--- src/rtl/bidirect_deserializer_if.sv ---
// Port bundle for the bidirectional serial-in/parallel-out receiver.
// Framing and serial inputs come from the master; the assembled word and status come back from the slave.
interface bidirect_deserializer_if #(
  parameter int WIDTH = 4
);
  logic             start;
  logic             dir;
  logic             bit_en;
  logic             sin;
  logic [WIDTH-1:0] q;
  logic             valid;
  logic             busy;
  logic             overrun;
  logic [0:0]       fsm_state;

  // valid has no ready partner: it is a one-cycle pulse and q holds until the next completion,
  // so a consumer that misses the pulse can still read the last word from q.
  modport master (
    output start, dir, bit_en, sin,
    input  q, valid, busy, overrun, fsm_state
  );

  modport slave (
    input  start, dir, bit_en, sin,
    output q, valid, busy, overrun, fsm_state
  );
endinterface

--- src/rtl/bidirect_deserializer.sv ---
// Rebuilds WIDTH-bit words from a serial stream shifted MSB-first or LSB-first,
// framed by start; a new start while a frame is open drops it and flags overrun.
module bidirect_deserializer #(
  parameter int WIDTH = 4
) (
  input logic                   clk,
  input logic                   rst,
  bidirect_deserializer_if.slave bus
);
  localparam int          CW   = $clog2(WIDTH);
  localparam logic [CW-1:0] LAST = CW'(WIDTH - 1);

  localparam logic [0:0] IDLE = 1'b0;
  localparam logic [0:0] RECV = 1'b1;

  logic [0:0]       state;
  logic [CW-1:0]    count;
  logic [WIDTH-1:0] sr;
  logic [WIDTH-1:0] sr_next;
  logic             dir_l;
  logic [WIDTH-1:0] q_r;
  logic             valid_r;
  logic             overrun_r;

  // dir_l=0 shifts toward the MSB (first bit ends up on top); dir_l=1 shifts toward the LSB.
  always_comb begin
    sr_next = sr;
    if (dir_l) sr_next = {bus.sin, sr[WIDTH-1:1]};
    else       sr_next = {sr[WIDTH-2:0], bus.sin};
  end

  always_ff @(posedge clk) begin
    if (rst) begin
      state     <= IDLE;
      count     <= '0;
      sr        <= '0;
      dir_l     <= 1'b0;
      q_r       <= '0;
      valid_r   <= 1'b0;
      overrun_r <= 1'b0;
    end else begin
      valid_r   <= 1'b0;
      overrun_r <= 1'b0;
      case (state)
        IDLE: begin
          if (bus.start) begin
            dir_l <= bus.dir;
            sr    <= '0;
            count <= '0;
            state <= RECV;
          end
        end
        RECV: begin
          // start wins over a coincident data bit; that bit belongs to the dropped frame
          if (bus.start) begin
            overrun_r <= 1'b1;
            dir_l     <= bus.dir;
            sr        <= '0;
            count     <= '0;
          end else if (bus.bit_en) begin
            sr <= sr_next;
            if (count == LAST) begin
              q_r     <= sr_next;
              valid_r <= 1'b1;
              count   <= '0;
              state   <= IDLE;
            end else begin
              count <= count + 1'b1;
            end
          end
        end
        default: state <= IDLE;
      endcase
    end
  end

  assign bus.q         = q_r;
  assign bus.valid     = valid_r;
  assign bus.overrun   = overrun_r;
  assign bus.busy      = (state == RECV);
  assign bus.fsm_state = state;
endmodule
--- src/flat_wrapper.sv ---
// flat-port wrapper written by rule: the top's interface ports become plain ports
module bidirect_deserializer_flat 
#(
  parameter int WIDTH = 4
)
  (clk, rst, bus_start, bus_dir, bus_bit_en, bus_sin, bus_q, bus_valid, bus_busy, bus_overrun, bus_fsm_state);
  bidirect_deserializer_if #(.WIDTH(WIDTH)) bus_i ();
  input logic clk;
  input logic rst;
  input wire logic [$bits(bus_i.start)-1:0] bus_start;
  input wire logic [$bits(bus_i.dir)-1:0] bus_dir;
  input wire logic [$bits(bus_i.bit_en)-1:0] bus_bit_en;
  input wire logic [$bits(bus_i.sin)-1:0] bus_sin;
  output wire logic [$bits(bus_i.q)-1:0] bus_q;
  output wire logic [$bits(bus_i.valid)-1:0] bus_valid;
  output wire logic [$bits(bus_i.busy)-1:0] bus_busy;
  output wire logic [$bits(bus_i.overrun)-1:0] bus_overrun;
  output wire logic [$bits(bus_i.fsm_state)-1:0] bus_fsm_state;
  assign bus_i.start = bus_start;
  assign bus_i.dir = bus_dir;
  assign bus_i.bit_en = bus_bit_en;
  assign bus_i.sin = bus_sin;
  assign bus_q = bus_i.q;
  assign bus_valid = bus_i.valid;
  assign bus_busy = bus_i.busy;
  assign bus_overrun = bus_i.overrun;
  assign bus_fsm_state = bus_i.fsm_state;
  bidirect_deserializer #(.WIDTH(WIDTH)) u_core (.clk(clk), .rst(rst), .bus(bus_i));
endmodule
--- config.mk ---
export PLATFORM = sky130hd
export DESIGN_NAME = bidirect_deserializer_flat
export DESIGN_NICKNAME = d
export VERILOG_FILES = /design/src/rtl/bidirect_deserializer_if.sv /design/src/rtl/bidirect_deserializer.sv /design/src/flat_wrapper.sv
export SDC_FILE = /design/constraint.sdc
export NUM_CORES = 1
export LEC_CHECK = 0
export CORE_MARGIN = 2
export CORE_UTILIZATION = 40
export DETAILED_ROUTE_END_ITERATION = 10
export PLACE_DENSITY = 0.65
export SYNTH_ARGS = -nofsm -noshare
export SYNTH_HDL_FRONTEND = slang
export SYNTH_SLANG_ARGS = --single-unit
--- constraint.sdc ---
create_clock -name clk -period 1.35 [get_ports clk]
set_input_delay 0.2025 -clock clk [delete_from_list [all_inputs] [get_ports clk]]
set_output_delay 0.2025 -clock clk [all_outputs]
set_load 0.005 [all_outputs]
==> results of run 1 <==
==> worst min-delay path by stage <==
stage / startpoint / endpoint / slack [ns] / cells past startpoint
6_report: u_core.sr[3] / u_core.sr[3] / 0.51 / 2
4_1_cts: u_core.sr[3] / u_core.sr[3] / 0.50 / 2
2_1_floorplan: bus_start / u_core.bus.overrun / 0.32 / 2
3_5_place_dp: u_core.bus.busy / u_core.bus.overrun / 0.49 / 2
5_1_grt: u_core.count[1] / u_core.count[1] / 0.53 / 2
3_3_place_gp: u_core.count[1] / u_core.count[1] / 0.48 / 2
==> timing repair <==
item                                    in CTS  in global routing
setup buffers                                1                  3
endpoints found under the setup margin       3                  6
resized for setup                            2                  6
gates cloned                                 0                  0
==> power groups by stage <==
stage | Sequential [mW] | Combinational, mW | Clock [mW]
floorplan | 0.437 | 0.0450 | 0
global placement | 0.441 | 0.0766 | 0
detailed placement | 0.441 | 0.0772 | 0
CTS | 0.431 | 0.0814 | 0.305
global route | 0.432 | 0.0871 | 0.330
finish | 0.431 | 0.0799 | 0.295
==> routing by layer <==
| metal | up-vias | share of wire (%) |
|---|---|---|
| li1 | 238 | - |
| met1 | 210 | 47 |
| met2 | 6 | 48 |
| met3 | 2 | 4.2 |
| met4 | 0 | 0.57 |
| met5 | - | 0 |
==> stage by stage <==
step           utilization [%]  power (mW)
3_3_place_gp             56.53      0.5175
5_1_grt                  62.47      0.8487
4_1_cts                  59.96      0.8171
6_report                 62.47      0.8051
3_5_place_dp             56.53      0.5184
2_1_floorplan                -      0.4818
==> flip-flops by register name, summed over array words and instances (netlist names) <==
signal              cells
u_core.bus.busy         1
u_core.bus.overrun      1
u_core.bus.q            4
u_core.bus.valid        1
u_core.count            2
u_core.dir_l            1
u_core.sr               4
==> area by class of cell <==
cell class | count | area share [%]
tap | 15 | 2.226
multi-input combinational | 37 | 31.90
clock buffer | 4 | 4.303
sequential | 14 | 33.98
timing repair buffer | 24 | 27.60
==> Yosys cell counts (all sizes together) <==
master,count,area [um2]
a21oi,1,5.000
mux2i,7,70.07
ha,1,12.51
and2b,1,8.760
nand2,2,7.510
buf,6,45.04
and2,1,6.260
or2,1,6.260
dfxtp,14,280.3
nor2,14,62.56
a211oi,8,80.08
and4b,1,10.01
==> kinds of logic (layout without fill, tap and decap cells) <==
| logic type | count (synthesis) | after routing |
|---|---|---|
| and+or+nand+nor | 20 | 20 |
| DFF | 14 | 14 |
| AOI/OAI and AO/OA | 9 | 9 |
| muxes | 7 | 7 |
| buffers and inverters | 6 | 28 |
| adders and majority gates | 1 | 1 |
==> flow_summary.yaml, run 1 <==
layout:
  drive_above_1_share_pct: 36.71
  final_area_um2: 843.3
  fin_nets: 87
  syn_to_final_growth_pct: 41.89
  seq_area_um2: 286.5
  fillers: 118
  antenna_cells: 0
  fin_cells: 94
  final_cell_mix: "nor2_1 (10), clkdlybuf4s50_1 (10), buf_4 (10)"
  multiInputGateArea_um2: 269.0
global_route:
  grt_util_met2_pct: 19.08
  grt_first_pass_wirelength_um: 1683
  grt_pass1_vias: 378
  grt_busiest_layer: "met2"
  grt_max_degree: 10
  antenna_found_initial: 0
  grt_use_met3_pct: 3.017
  met1_usage_pct: 16.05
  grt_usage_pct: 12.60
  grt_overflow: 0
worst_setup_path:
  endpoint_kind: "primary output"
  startpoint: "u_core.bus.q[3]"
  arrival_ns: 1.11
  critPathLaunchType: "flop"
  r2r_end: "u_core.bus.q[1]"
  reg2reg_depth: 5
  regToRegSetupSlack_ns: 0.11
  cpMaxStageDelayCell: "clkdlybuf4s50_1"
  cp_max_fo: 2
  critical_path_depth: 1
  path_class: "flop to primary output"
  worst_ep_required_time_ns: 1.15
  crit_family: "buffers and inverters"
  worst-path-buf-inv: 1
  worstPathCellList: "clkdlybuf4s50_1"
  endpoint: "bus_q[3]"
  slowest_delay_ns: 0.49
  r2r_start: "u_core.count[0]"
timing:
  fmax_mhz: 763.3
  min_period_ns: 1.310
  worst_clock_skew_ns: 0.001532
  timing.setup.tns_ns: 0
  tightest_slew_ns: 0.3766
  setup_slack_ns: 0.03998
  finalMaxSlewViolations: 0
  rsz0062_at_grt: "false"
  holdWs_ns: 0.5052
  maxSlewHeadroom_pct: 74.89
  min_period_over_period_pct: 97.04
  setup_viol: 0
  hold_viol: 0
floorplan:
  dieArea_um2: 1810
  ios: 14
  core-area_um2: 1350
  start_util_pct: 44.02
  die_w_um: 42.55
  die_h_um: 42.55
  fp-row-count: 13
power_and_ir_drop:
  p_sw_share_pct: 21.40
  power_density_nw_per_um2: 954.7
  netSwitchingPower_mw: 0.1723
  seqPwrFrac_pct: 53.5
  leakagePower_nw: 0.3669
  ir_drop_mv: 0.4961
  p_int_mw: 0.6328
  p_comb_share_pct: 9.9
  pwr-share-clk_pct: 36.6
run:
  max_cap_violations: 0
place:
  hpwl_um: 792.3
  gp_congestion: 0.7375
  dp_cells: 86
  io_buffers: 13
  dpl_cell_area_um2: 763.2
  place_ws_ns: -0.06333
clock_network:
  cts_buffers: 3
  hold_buffers: 0
  clock_path_buffers: 2
  path_clk_slew_ns: 0.08
  cts_sinks: 14
  cts_tree: "built"
  clkLatencyLatePin_ns: 0.27
  cts-htree-levels: 1
  ctsRootBufferMaster: "clkbuf_4"
logic_synthesis:
  postSynthCellCount: 57
  ys_seq_elements: 14
  synth_simple_gate_area_share_pct: 17.05
  muxShareOfSynthArea_pct: 11.79
  synthAdderAreaFrac_pct: 2.105
  syn_nets: 64
  avgSynthCellArea_um2: 10.43
  synth_xor_area_share_pct: 0
  synth_compound_area_share_pct: 14.32
  yosysWarningCount: 0
  yosysSeqAreaShare_pct: 47.16
  ys_types: 16
  synth_top_family_by_area: "simple AND/OR/NAND/NOR gates"
  syn_area_um2: 594.3
route:
  dr.pass1.iters: 3
  drc: 0
  first_iter_violations: 7
  route.vias.total: 456
  routed_via_density: 4.851
  wire_per_inst_um: 11.19
  postRouteAntennaNets: 0
  postRouteWirelength_um: 1052
run_status:
  status: "completed"
worst_hold_path:
  min_path_type: "flop to flop"
Note: power is estimated with default switching activity, not from simulation.
==> run 2, diff against run 1 <==
Settings changed: CTS_BUF_LIST from default to sky130_fd_sc_hd__clkbuf_2.
==> flow_summary.yaml, run 2 (synthesized netlist as in run 1, its figures left out) <==
global_route:
  grt_use_met3_pct: 3.017
  antenna_found_initial: 0
  grt_usage_pct: 13.39
  grt_overflow: 0
  grt_max_degree: 10
  met1_usage_pct: 15.49
  grt_first_pass_wirelength_um: 1738
  grt_busiest_layer: "met2"
  grt_util_met2_pct: 21.54
  grt_pass1_vias: 391
power_and_ir_drop:
  ir_drop_mv: 0.4822
  pwr-share-clk_pct: 28.4
  p_sw_share_pct: 25.43
  power_density_nw_per_um2: 844.8
  leakagePower_nw: 0.4439
  seqPwrFrac_pct: 60.0
  p_comb_share_pct: 11.6
  p_int_mw: 0.5360
  power_mw: 0.7188
  netSwitchingPower_mw: 0.1828
route:
  dr.pass1.iters: 4
  first_iter_violations: 7
  postRouteWirelength_um: 1206
  routed_via_density: 4.990
  postRouteAntennaNets: 0
  drc: 0
  wire_per_inst_um: 12.56
  route.vias.total: 479
floorplan:
  core-area_um2: 1350
  die_h_um: 42.55
  ios: 14
  die_w_um: 42.55
  fp-row-count: 13
  start_util_pct: 44.02
  dieArea_um2: 1810
layout:
  mostFrequentLayoutCell: "buf_4"
  antenna_cells: 0
  fin_nets: 89
  drive_above_1_share_pct: 37.04
  final_area_um2: 850.8
  syn_to_final_growth_pct: 43.16
  final_cell_mix: "buf_4 (12), nor2_1 (10), dfxtp_1 (9)"
  finish.utilization_pct: 63.02
worst_setup_path:
  cp_max_fo: 2
  worstPathCellList: "clkdlybuf4s50_1"
  endpoint_kind: "primary output"
  path_class: "flop to primary output"
  crit_family: "buffers and inverters"
  worst-path-buf-inv: 1
  worst_ep_required_time_ns: 1.15
  critPathLaunchType: "flop"
  arrival_ns: 1.11
  slowest_delay_ns: 0.49
  cpMaxStageDelayCell: "clkdlybuf4s50_1"
clock_network:
  cts_buffers: 3
  clock_path_buffers: 2
  clkLatencyLatePin_ns: 0.28
  cts-htree-levels: 1
  path_clk_slew_ns: 0.13
  cts_sinks: 14
  cts_tree: "built"
  ctsRootBufferMaster: "clkbuf_2"
place:
  gp_congestion: 0.7375
  io_buffers: 13
  dpl_cell_area_um2: 763.2
  hpwl_um: 792.3
timing:
  worst_clock_skew_ns: 0.01345
  setup_viol: 0
  hold_viol: 0
  min_period_over_period_pct: 97.08
  holdWs_ns: 0.5087
  min_period_ns: 1.311
  finalMaxSlewViolations: 0
  maxSlewHeadroom_pct: 73.48
  tightest_slew_ns: 0.3978
  fmax_mhz: 763.0
worst_hold_path:
  min_path_type: "flop to flop"
run:
  max_cap_violations: 0
run_status:
  status: "completed"
[run 2: changes by cell type in the layout (fill, tap and decap cells not counted), sizes merged]
cell / previous run / this run
clkdlybuf4s50: 10 / 6
clkbuf: 4 / 3
buf: 11 / 13
dlymetal6s2s: 3 / 7
clkinv: 0 / 1
[run 2: power groups by stage]
| stage | sequential, mW | clock (mW) | combinational [mW] |
|---|---|---|---|
| after detailed placement | 0.441 | 0 | 0.0772 |
| after global routing | 0.432 | 0.237 | 0.0899 |
| after CTS | 0.431 | 0.205 | 0.0815 |
| after floorplan | 0.437 | 0 | 0.0450 |
| after global placement | 0.441 | 0 | 0.0766 |
| final | 0.431 | 0.204 | 0.0836 |
[run 2: worst paths after layout]
kind / slack, ns / start / cells past startpoint / to
worst min register to register: 0.51 / u_core.sr[3] / 2 / u_core.sr[3]
worst max-delay path: 0.04 / u_core.bus.q[3] / 1 / bus_q[3]
worst max register to register: 0.10 / u_core.count[0] / 5 / u_core.bus.q[1]
worst min-delay path: 0.51 / u_core.sr[3] / 2 / u_core.sr[3]
[run 2: area by class of cell]
| cell class | count | area, um2 |
|---|---|---|
| Clock buffer | 3 | 15.01 |
| Clock inverter | 1 | 3.754 |
| Fill cell | 117 | 499.2 |
| Multi-Input combinational cell | 37 | 269.0 |
| Sequential cell | 14 | 286.5 |
| Tap cell | 15 | 18.77 |
| Timing Repair Buffer | 26 | 257.7 |
[run 2: routing by layer]
layer  wire [um]  up-vias
met1         540      222
met4           6        0
met3          52        2
met2         607       12
met5           0        -
li1            -      243
[run 2: what timing repair did]
item / 4_1_cts / 5_1_grt
pin swaps: 0 / 0
setup buffers: 3 / 3
endpoints found under the setup margin: 6 / 8
hold buffers: 0 / 0
resized for setup: 5 / 7
[run 2: per-stage QoR]
stage / TNS (ns) / setup slack (ns) / instances
6_report: 0 / 0.03942 / 96
5_1_grt: -0.008535 / -0.008535 / 96
4_1_cts: 0 / 0.005984 / 93
3_5_place_dp: -0.3417 / -0.06333 / 86
3_3_place_gp: -0.1634 / -0.04410 / 86
2_1_floorplan: 0 / 0.2210 / 57
==> run 3, diff against run 2 <==
Settings changed: ABC_AREA from default to 0, CORE_MARGIN 2 to default, RECOVER_POWER from default to 25.
==> flow_summary.yaml, run 3 (synthesized netlist as in run 1, its figures left out) <==
global_route:
  antenna_found_initial: 0
  grt_max_degree: 10
  grt_overflow: 0
  grt_usage_pct: 16.17
  grt_pass1_vias: 362
  grt_first_pass_wirelength_um: 1676
place:
  hpwl_um: 777.3
  gp_congestion: 0.6238
  io_buffers: 13
timing:
  hold_viol: 0
  worst_clock_skew_ns: 0.002178
  tightest_slew_ns: 0.4057
  maxSlewHeadroom_pct: 72.96
  timing.setup.tns_ns: 0
  min_period_ns: 1.293
  rsz0062_at_grt: "false"
  fmax_mhz: 773.5
  finalMaxSlewViolations: 0
  min_period_over_period_pct: 95.76
  setup_viol: 0
worst_setup_path:
  path_class: "flop to primary output"
  r2r_end: "u_core.bus.q[1]"
  worstPathCellList: "clkdlybuf4s50_1"
  worst_ep_required_time_ns: 1.15
  worst-path-buf-inv: 1
  regToRegSetupSlack_ns: 0.11
  r2r_start: "u_core.count[0]"
  arrival_ns: 1.09
  slowest_delay_ns: 0.50
  reg2reg_depth: 5
  crit_family: "buffers and inverters"
  cp_max_fo: 1
  endpoint_kind: "primary output"
  critPathLaunchType: "flop"
  cpMaxStageDelayCell: "clkdlybuf4s50_1"
clock_network:
  clock_path_buffers: 2
  ctsRootBufferMaster: "clkbuf_2"
  clkLatencyLatePin_ns: 0.27
  path_clk_slew_ns: 0.13
  cts_sinks: 14
  hold_buffers: 0
  cts-htree-levels: 1
  cts_buffers: 3
  cts_tree: "built"
floorplan:
  die_h_um: 40.55
  ios: 14
  die_w_um: 40.55
  start_util_pct: 44.56
  fp-row-count: 13
  dieArea_um2: 1644
  core-area_um2: 1334
route:
  postRouteAntennaNets: 0
  routed_via_density: 4.840
  drc: 0
  first_iter_violations: 7
  wire_per_inst_um: 11.48
  route.vias.total: 455
  postRouteWirelength_um: 1079
  dr.pass1.iters: 2
power_and_ir_drop:
  leakagePower_nw: 0.4118
  power_density_nw_per_um2: 853.9
  ir_drop_mv: 0.5332
run:
  max_cap_violations: 0
layout:
  finish.utilization_pct: 61.91
  fillers: 119
  mostFrequentLayoutCell: "dfxtp_1"
  drive_above_1_share_pct: 30.38
  antenna_cells: 0
  final_cell_mix: "dfxtp_1 (12), nor2_1 (10), buf_4 (9)"
  syn_to_final_growth_pct: 38.95
  fin_nets: 87
worst_hold_path:
  hold_depth: 2
  hold_end: "u_core.sr[0]"
  hold_start: "u_core.sr[0]"
  min_path_type: "flop to flop"
run_status:
  status: "completed"
-- run 3: worst max path at each step --
| stage | from | to | slack (ns) | cells past startpoint |
|---|---|---|---|---|
| detailed placement | bus_start | u_core.bus.q[0] | -0.11 | 5 |
| floorplan | u_core.count[0] | u_core.bus.valid | 0.22 | 4 |
| CTS | u_core.bus.q[2] | bus_q[2] | 0.01 | 1 |
| global placement | bus_start | u_core.bus.q[0] | -0.09 | 5 |
| global route | u_core.bus.overrun | bus_overrun | 0.01 | 1 |
| finish | u_core.bus.overrun | bus_overrun | 0.06 | 1 |
-- run 3: worst register-to-register path, delay by kind of cell, from the launching register on --
family          cells  cell delay, ns
simple gates        2            0.29
fa+ha+maj           1            0.19
flops               1            0.39
buf+inv             1            0.14
compound gates      1            0.17
-- run 3: area by class of cell --
cell class / instances / area, um2 / share of cell area [%]
Sequential cell: 14 / 282.8 / 34.24
Timing Repair Buffer: 24 / 236.5 / 28.64
Tap cell: 15 / 18.77 / 2.273
Multi-Input combinational cell: 37 / 269.0 / 32.58
Clock buffer: 3 / 15.01 / 1.818
Clock inverter: 1 / 3.754 / 0.4545
-- run 3: stage by stage --
step / setup WS [ns] / power [mW] / cells / hold slack [ns] / instance area [um2]
4_1_cts: 0.01017 / 0.7154 / 92 / 0.5145 / 803.3
6_report: 0.05719 / 0.7051 / 94 / 0.5149 / 825.8
2_1_floorplan: 0.2210 / 0.4818 / 57 / 0.3163 / 594.3
5_1_grt: 0.01405 / 0.7380 / 94 / 0.5426 / 825.8
3_5_place_dp: -0.1114 / 0.5182 / 86 / 0.4895 / 763.2
3_3_place_gp: -0.08939 / 0.5175 / 86 / 0.4813 / 763.2
-- run 3: repair_timing --
item | 4_1_cts | 5_1_grt
setup endpoints to repair | 6 | 6
resized for setup | 5 | 6
buffers inserted | 2 | 2
-- run 3: power by group --
group          switching [mW]  total [mW]  internal, mW
Combinational          0.0335      0.0784        0.0448
Clock                   0.131       0.196        0.0644
Sequential            0.00842       0.431         0.423
-- run 3: layer usage --
layer  wire [um]  track usage [%]  vias up
li1            -                -      241
met1         544            21.19      206
met2         484            22.22        6
met3          38            3.889        2
met4          12            12.50        0
met5           0                0        -
